--- src/rtl/audio_frame_sequencer.sv ---
// Audio frame sequencer: gates the upstream sample source for one utterance,
// slices the sample stream into FRAME_LEN-sample frames with first/last
// markers, zero-pads a short final frame, and signals completion.
module audio_frame_sequencer #(
  parameter int DATA_W     = 16,
  parameter int FRAME_LEN  = 256,
  parameter int MAX_FRAMES = 64,
  localparam int IDX_W     = (MAX_FRAMES > 1) ? $clog2(MAX_FRAMES) : 1,
  localparam int CNT_W     = $clog2(FRAME_LEN),
  localparam int DONE_W    = $clog2(MAX_FRAMES) + 1
) (
  input  logic              clk,
  input  logic              reset,
  input  logic              start,
  input  logic              abort,
  input  logic [DATA_W-1:0] in_data,
  input  logic              in_valid,
  input  logic              in_last,
  output logic              src_enable,
  output logic [DATA_W-1:0] out_data,
  output logic              out_valid,
  output logic              out_first,
  output logic              out_last,
  output logic [IDX_W-1:0]  frame_idx,
  output logic [DONE_W-1:0] frames_done,
  output logic              busy,
  output logic              done,
  output logic              truncated
);

  typedef enum logic [1:0] {
    S_IDLE    = 2'd0,
    S_CAPTURE = 2'd1,
    S_PAD     = 2'd2,
    S_DONE    = 2'd3
  } state_t;

  state_t             state;
  state_t             state_next;
  logic [CNT_W-1:0]   sample_cnt;
  logic [DONE_W-1:0]  frames_next;
  logic               cnt_last;
  logic               take;
  logic               emit;
  logic               frame_end;
  logic               limit_hit;
  logic               capture_start;

  // Per-cycle decode of sample acceptance, frame boundaries and the frame limit.
  always_comb begin
    cnt_last      = (sample_cnt == CNT_W'(FRAME_LEN - 1));
    // A sample is accepted only while capturing; abort drops it.
    take          = (state == S_CAPTURE) && in_valid && !abort;
    // Padding produces one zero sample every cycle in PAD.
    emit          = take || ((state == S_PAD) && !abort);
    frame_end     = emit && cnt_last;
    frames_next   = frames_done + DONE_W'(1);
    limit_hit     = (frames_next == DONE_W'(MAX_FRAMES));
    capture_start = (state == S_IDLE) && start && !abort;
  end

  // Next-state selection; abort overrides everything else.
  always_comb begin
    // NOTE: assign a default before any branch so that no path leaves
    // state_next unassigned; otherwise synthesis infers a latch.
    state_next = state;
    if (abort) begin
      state_next = S_IDLE;
    end else begin
      case (state)
        S_IDLE: begin
          if (start) state_next = S_CAPTURE;
        end
        S_CAPTURE: begin
          if (take) begin
            if (frame_end && limit_hit) begin
              state_next = S_DONE;
            end else if (in_last) begin
              state_next = cnt_last ? S_DONE : S_PAD;
            end
          end
        end
        S_PAD: begin
          if (cnt_last) state_next = S_DONE;
        end
        S_DONE: begin
          state_next = S_IDLE;
        end
        default: begin
          state_next = S_IDLE;
        end
      endcase
    end
  end

  // State register.
  always_ff @(posedge clk or posedge reset) begin
    // NOTE: sequential state uses non-blocking assignments so every register
    // samples pre-edge values regardless of block ordering.
    if (reset) state <= S_IDLE;
    else       state <= state_next;
  end

  // Output sample register: one-cycle strobes, data held between strobes.
  always_ff @(posedge clk or posedge reset) begin
    if (reset) begin
      out_data  <= '0;
      out_valid <= 1'b0;
      out_first <= 1'b0;
      out_last  <= 1'b0;
    end else begin
      out_valid <= emit;
      out_first <= emit && (sample_cnt == '0);
      out_last  <= frame_end;
      if (emit) out_data <= take ? in_data : '0;
    end
  end

  // Sample/frame counters and the truncation flag, cleared on start and abort.
  always_ff @(posedge clk or posedge reset) begin
    if (reset) begin
      sample_cnt  <= '0;
      frame_idx   <= '0;
      frames_done <= '0;
      truncated   <= 1'b0;
    end else if (abort || capture_start) begin
      sample_cnt  <= '0;
      frame_idx   <= '0;
      frames_done <= '0;
      truncated   <= 1'b0;
    end else if (emit) begin
      sample_cnt <= sample_cnt + CNT_W'(1);
      if (cnt_last) begin
        frame_idx   <= frame_idx + IDX_W'(1);
        frames_done <= frames_next;
        if (limit_hit) truncated <= 1'b1;
      end
    end
  end

  assign src_enable = (state == S_CAPTURE);
  assign busy       = (state == S_CAPTURE) || (state == S_PAD);
  assign done       = (state == S_DONE);

endmodule

--- config.mk ---
export PLATFORM = sky130hd
export DESIGN_NAME = audio_frame_sequencer
export DESIGN_NICKNAME = d
export VERILOG_FILES = /design/src/rtl/audio_frame_sequencer.sv
export SDC_FILE = /design/constraint.sdc
export NUM_CORES = 1
export LEC_CHECK = 0
export CORE_AREA = 2 2 81 67
export CTS_CLUSTER_DIAMETER = 100
export CTS_CLUSTER_SIZE = 8
export DETAILED_ROUTE_END_ITERATION = 8
export DIE_AREA = 0 0 83 69
export GPL_ROUTABILITY_DRIVEN = 0
export PLACE_DENSITY = 0.74
export SLEW_MARGIN = 20
export SYNTH_ARGS = -nofsm -noshare
export SYNTH_HDL_FRONTEND = slang
export SYNTH_SLANG_ARGS = --single-unit
--- constraint.sdc ---
create_clock -name clk -period 1.79 [get_ports clk]
set_input_delay 0.2685 -clock clk [delete_from_list [all_inputs] [get_ports clk]]
set_output_delay 0.2685 -clock clk [all_outputs]
set_load 0.01 [all_outputs]
# Word-level counts from Yosys, hierarchy flattened
# Cells that the tools add are included.
op_classes:
  n_addsub: 3
  eq_ne: 9
  muxes: 21
  n_reduce_logical: 20
op_table:
  columns: ["operator", "count"]
  rows:
  - ["$mux 7", 3]
  - ["$mux 6", 3]
  - ["$mux 16", 1]
  - ["$mux 8", 2]
  - ["$mux 2", 6]
  - ["$add 8x1->8 const B", 1]
  - ["$eq 8x8->1 const B", 1]
  - ["$logic_and 1x1->1", 8]
  - ["$logic_not 8->1", 1]
  - ["$pmux 2 s4", 1]
  - ["$add 7x1->7 const B", 1]
  - ["$eq 7x7->1 const B", 1]
  - ["$add 6x1->6 const B", 1]
  - ["$ne 3x3->1 const B", 2]
  - ["$reduce_bool 2->1", 3]
  - ["$mux 1", 5]
  - ["$eq 2x2->1 const B", 2]
  - ["$ne 4x3->1 const B", 1]
  - ["$reduce_and 4->1", 1]
  - ["$logic_or 1x1->1", 3]
  - ["$ne 3x2->1 const B", 1]
  - ["$reduce_and 3->1", 1]
  - ["$eq 2x1->1 const B", 1]
  - ["$logic_not 2->1", 1]
  - ["other kinds (2)", 2]
totals:
  register_bits: 43
  output_inout_bits: 36

# Longest topological paths before layout
depth:
  depth_word: 10
  depth_mapped: 8
  mapped_depth_nobuf: 8

# Worst setup path before layout
# OpenSTA, ideal clock, no wires.
synth_timing:
  kind: "register to register"
  from: "register state[1]"
  to: "register state[1]"
  setup_ps: 121
  arrival_ps: 1913
  setup_slack_ps: -244
  stages_incl_launch_ff: 9
  path_buffers: 1
  cell_sequence: "dfrtp_1 inv_1 ha_1 a21oi_2 or2_2 buf_4 o41ai_2 o21ai_0 a22o_1"
synth_via:
  elab_chain_cells: 10
  word_cells_on_any_way: 19
synth_lines:
  columns: ["element", "line", "text"]
  rows:
  - ["from (decl)", "38", "state_t state;"]
  - ["from (signal assigned)", "101", "else state <= state_next;"]
  - ["$eq 2x1->1 (*)", null, null]
  - ["net src_enable", "19", "output logic src_enable,"]
  - ["$logic_and 1x1->1 (2 in series)", "53", "take = (state == S_CAPTURE) && in_valid && !abort;"]
  - ["$logic_or 1x1->1", "55", "emit = take || ((state == S_PAD) && !abort);"]
  - ["$logic_and 1x1->1", "56", "frame_end = emit && cnt_last;"]
  - ["$logic_and 1x1->1", "76", "if (frame_end && limit_hit) begin"]
  - ["$mux 2", "76", null]
  - ["$mux 2", "75", "if (take) begin"]
  - ["$pmux 2 s4", "70", "case (state)"]
  - ["$mux 2", "67", "if (abort) begin"]
# Mark *: on every way through the listed nets, which the timed path passes. The rest lies on a longest branch. The select of a mux whose other input is x is not followed.
# A chain may end at the register's enable or synchronous reset.

# Worst setup path after layout
layout_timing:
  from: "register state[0]"
  to: "register frames_done[5]"
layout_via:
  elab_chain_cells: 6
  word_cells_on_any_way: 14
layout_lines:
  columns: ["element", "line", "text"]
  rows:
  - ["$eq 2x1->1 / $logic_not 2->1 (equally long branches)", "53, 59", null]
  - ["$logic_and 1x1->1, on equally long branches (2 in series)", "53, 59", null]
  - ["$logic_or 1x1->1, on equally long branches", "55, 126", null]
  - ["$reduce_bool 2->1 (no source line)", null, null]
  - ["$reduce_and 2->1 (no source line)", null, null]
  - ["to (signal assigned)", "135", "frames_done <= frames_next;"]
  - ["to (decl)", "25", "output logic [DONE_W-1:0] frames_done,"]
# Several ways; a longest one is shown, not always the timed one.

==> impl_results.md <==
- Drt pass-1 iters: 4
- FP Rows: 23
- Placed cell count: 318
- Clock sink count: 43
- Routed vias/inst: 4.97
- Largest net degree at the start of global routing: 44
- Vias in the first global route: 1,701
- # port buffers: 57
- Outcome: finished, final reports clean
- RSZ-0062 raised after global routing: true
- Final cell count without fillers: 334
- Clock root buffer: clkbuf_8
- Final hold slack: 0.327 ns
- Drt drc: 0
- Unique masters post-synth: 38
- Layout area overhead: 52.5%
- Cts bufs inserted: 5
- Setup TNS: 0 ns
- P per Cell Area: 1030 nW/um2
- Sequential share of the synthesized area: 52.7%
- Critical Path AT: 1.94 ns
- CP Max Fanout: 4
- Initial core utilization: 41.5%
- Post-route ant nets: 0
- CP required: 1.97 ns
- Worst Setup Path Type: reg -> reg
- DP HPWL: 3250 um
- Max Slew Vio Count: 0
- GRT busiest layer: met2
- Pre-CTS setup slack: -0.254 ns
- Worst-Margin Slew: 0.669 ns
- TritonCTS clock tree: built
- Drt first-iter violations: 82
- Power Total: 3190 uW
- Final #Nets: 302
- Worst setup path start: state[0]$_DFFE_PP0P_
- Switching Power: 992 uW
- Final worst setup slack: 0.0263 ns
- Reg clk slew, reported paths: 0.08 ns
- # hold bufs at CTS: 0
- R2r endpoint: frames_done[5]$_DFFE_PP0P_
- Fillers: 395
- Share of cells above drive strength 1: 23.5%
- # diodes: 0
- Global route total overflow: 0
- Tot GR Track Use: 17.3%
- First-pass GRT wire length: 8110 um
- Critical Path Start Type: register
- VDD IR max: 0.606 mV
- Initial antenna violation count: 0
- Final period util: 98.5%
- Worst R2R Start: state[0]$_DFFE_PP0P_
- Worst-case clock skew: 0.00817 ns
- Sequential Power Share: 38.8%
- Sw frac: 31.0%
- GR Util met1: 24.5%
- CORE AREA: 4920 um2
- DIE WIDTH: 83 um
- Syn Area/Cell: 11.4 um2
- Max Cap Viol: 0
- # IOs: 58
- GR Layer Usage met2: 26.5%
- Met3 GRT Util: 4.55%
- #FFs+latches synth: 43
- Mapped Cells: 179
- Worst R2R Path Depth: 7
- CP endpoint: frames_done[5]$_DFFE_PP0P_
- Number of warnings issued by yosys: 0
- Leakage: 0.00141 uW
- Routed Wire Length: 4600 um
- Clock power share: 18.6%
- Clock latency at the later pin of the worst-skew pair: 0.30 ns
- H-tree depth: 2
- Vias: 1,660
- Minimum clock period: 1.76 ns
- Slew Limit Headroom: 55.4%
- Internal power: 2200 uW
- R2r setup slk: 0.03 ns
- Die Area: 5730 um2
- Achievable Freq: 567 MHz
- Worst setup EP type: register
- Die Y: 69 um
- Mapped Area: 2040 um2
- Routed len/inst: 13.8 um
- Combinational group share of total power: 42.6%
- Net Count, Synth: 210
- Final hold violation count: 0
- Final setup violation count: 0
- Maximum clock insertion buffer count: 2
- Min-Delay Path Class: in -> async
[registers in the layout, summed over array words and instances (netlist names)]
register and flops:
frames_done 7, out_valid 1, frame_idx 6, out_data 16, out_last 1, sample_cnt 8, truncated 1, out_first 1
state 2
[synth_stat cells, drive strengths merged]
library cell	n	area share, %
a2111oi	1	0.43
a21o	1	0.37
a21oi	5	1.4
a22o	18	7.7
a31o	1	0.43
and2	1	0.31
and3	4	1.3
and4	2	1.0
buf	3	1.2
clkbuf	4	0.74
dfrtp	43	53
ha	9	5.5
inv	8	1.5
mux2i	3	1.5
nand2	9	1.7
nand2b	1	0.31
nand3	3	0.74
nand4	6	2.6
nor2	23	4.2
nor3	4	0.98
nor3b	1	0.37
nor4b	3	2.0
o21ai	1	0.24
o21bai	1	0.37
o22ai	1	0.31
o31ai	1	0.37
o41ai	1	0.80
or2	1	0.31
or4	1	0.55
xnor2	7	3.0
xor2	12	5.1
[kinds of logic after synthesis]
family                     after synthesis  share of synthesized area, %
AOI/OAI and AO/OA                       31                          12.4
xor gates and xnor gates                19                          8.15
adders and majority gates                9                          5.51
buffers and inverters                   15                          3.37
DFF                                     43                          52.7
muxes                                    3                          1.47
and+or+nand+nor                         59                          16.4
[cell type report]
class / instances / area (um2) / share of cell area (%)
Sequential cell: 43 / 1080 / 34.6
Multi-Input combinational cell: 121 / 965 / 31.0
Timing Repair Buffer: 92 / 880 / 28.3
Tap cell: 62 / 77.6 / 2.49
Clock buffer: 5 / 68.8 / 2.21
Inverter: 8 / 30.0 / 0.965
Clock inverter: 3 / 15.0 / 0.482
[placed cells by master (no fill, tap or decap), drive strengths merged, types with 2 or more instances in the layout]
master / Yosys / final
ha: 9 / 9
buf: 3 / 35
clkbuf: 4 / 5
nor3: 4 / 4
nand2: 9 / 9
inv: 8 / 7
nor4b: 3 / 3
mux2i: 3 / 3
and3: 4 / 4
nor2: 23 / 23
clkinv: 0 / 4
dfrtp: 43 / 43
a22o: 18 / 18
xor2: 12 / 12
clkdlybuf4s50: 0 / 54
and4: 2 / 2
nand4: 6 / 6
xnor2: 7 / 7
nand3: 3 / 3
a21oi: 5 / 5
[worst max-delay path: stages, from the launching register on]
cell and delay (ns):
dfrtp_2 0.39, buf_6 0.11, ha_4 0.15, a21oi_4 0.06, or2_4 0.26, or4_4 0.48
xor2_1 0.14, nor2_1 0.06
[per-stage QoR]
step                      area, um2  util, %
after floorplan                2090        -
after global placement         2920     59.3
after detailed placement       2920     59.3
after CTS                      3060     62.2
after global routing           3110     63.3
final                          3110     63.3
[per-layer routing]
layer	vias up	part of all wire, %
li1	816	-
met3	3	5.0
met1	792	49
met2	49	45
met5	-	0
met4	0	0.52
[worst min-delay path by stage]
stage	start	slack, ns	to
after global routing	reset	0.36	sample_cnt[0]$_DFFE_PP0P_
final	reset	0.33	out_data[13]$_DFFE_PP0P_
after global placement	out_data[4]$_DFFE_PP0P_	0.49	out_data[4]$_DFFE_PP0P_
after floorplan	in_data[10]	0.40	out_data[10]$_DFFE_PP0P_
after detailed placement	out_data[8]$_DFFE_PP0P_	0.49	out_data[8]$_DFFE_PP0P_
after CTS	reset	0.34	out_data[13]$_DFFE_PP0P_
[power groups by stage]
stage                     sequential (uW)  combinational (uW)  clock [uW]
final                                1240                1360         595
after global routing                 1260                1470         661
after CTS                            1240                1350         617
after detailed placement             1270                1270           0
after global placement               1260                1240           0
after floorplan                      1330                 546           0
[timing repair]
action                                  CTS  global route
pin swaps                                 3            10
endpoints found under the setup margin   28            15
setup buffers                             4             4
gates resized for setup                  10             7
Power figures use the tool's default switching activity.
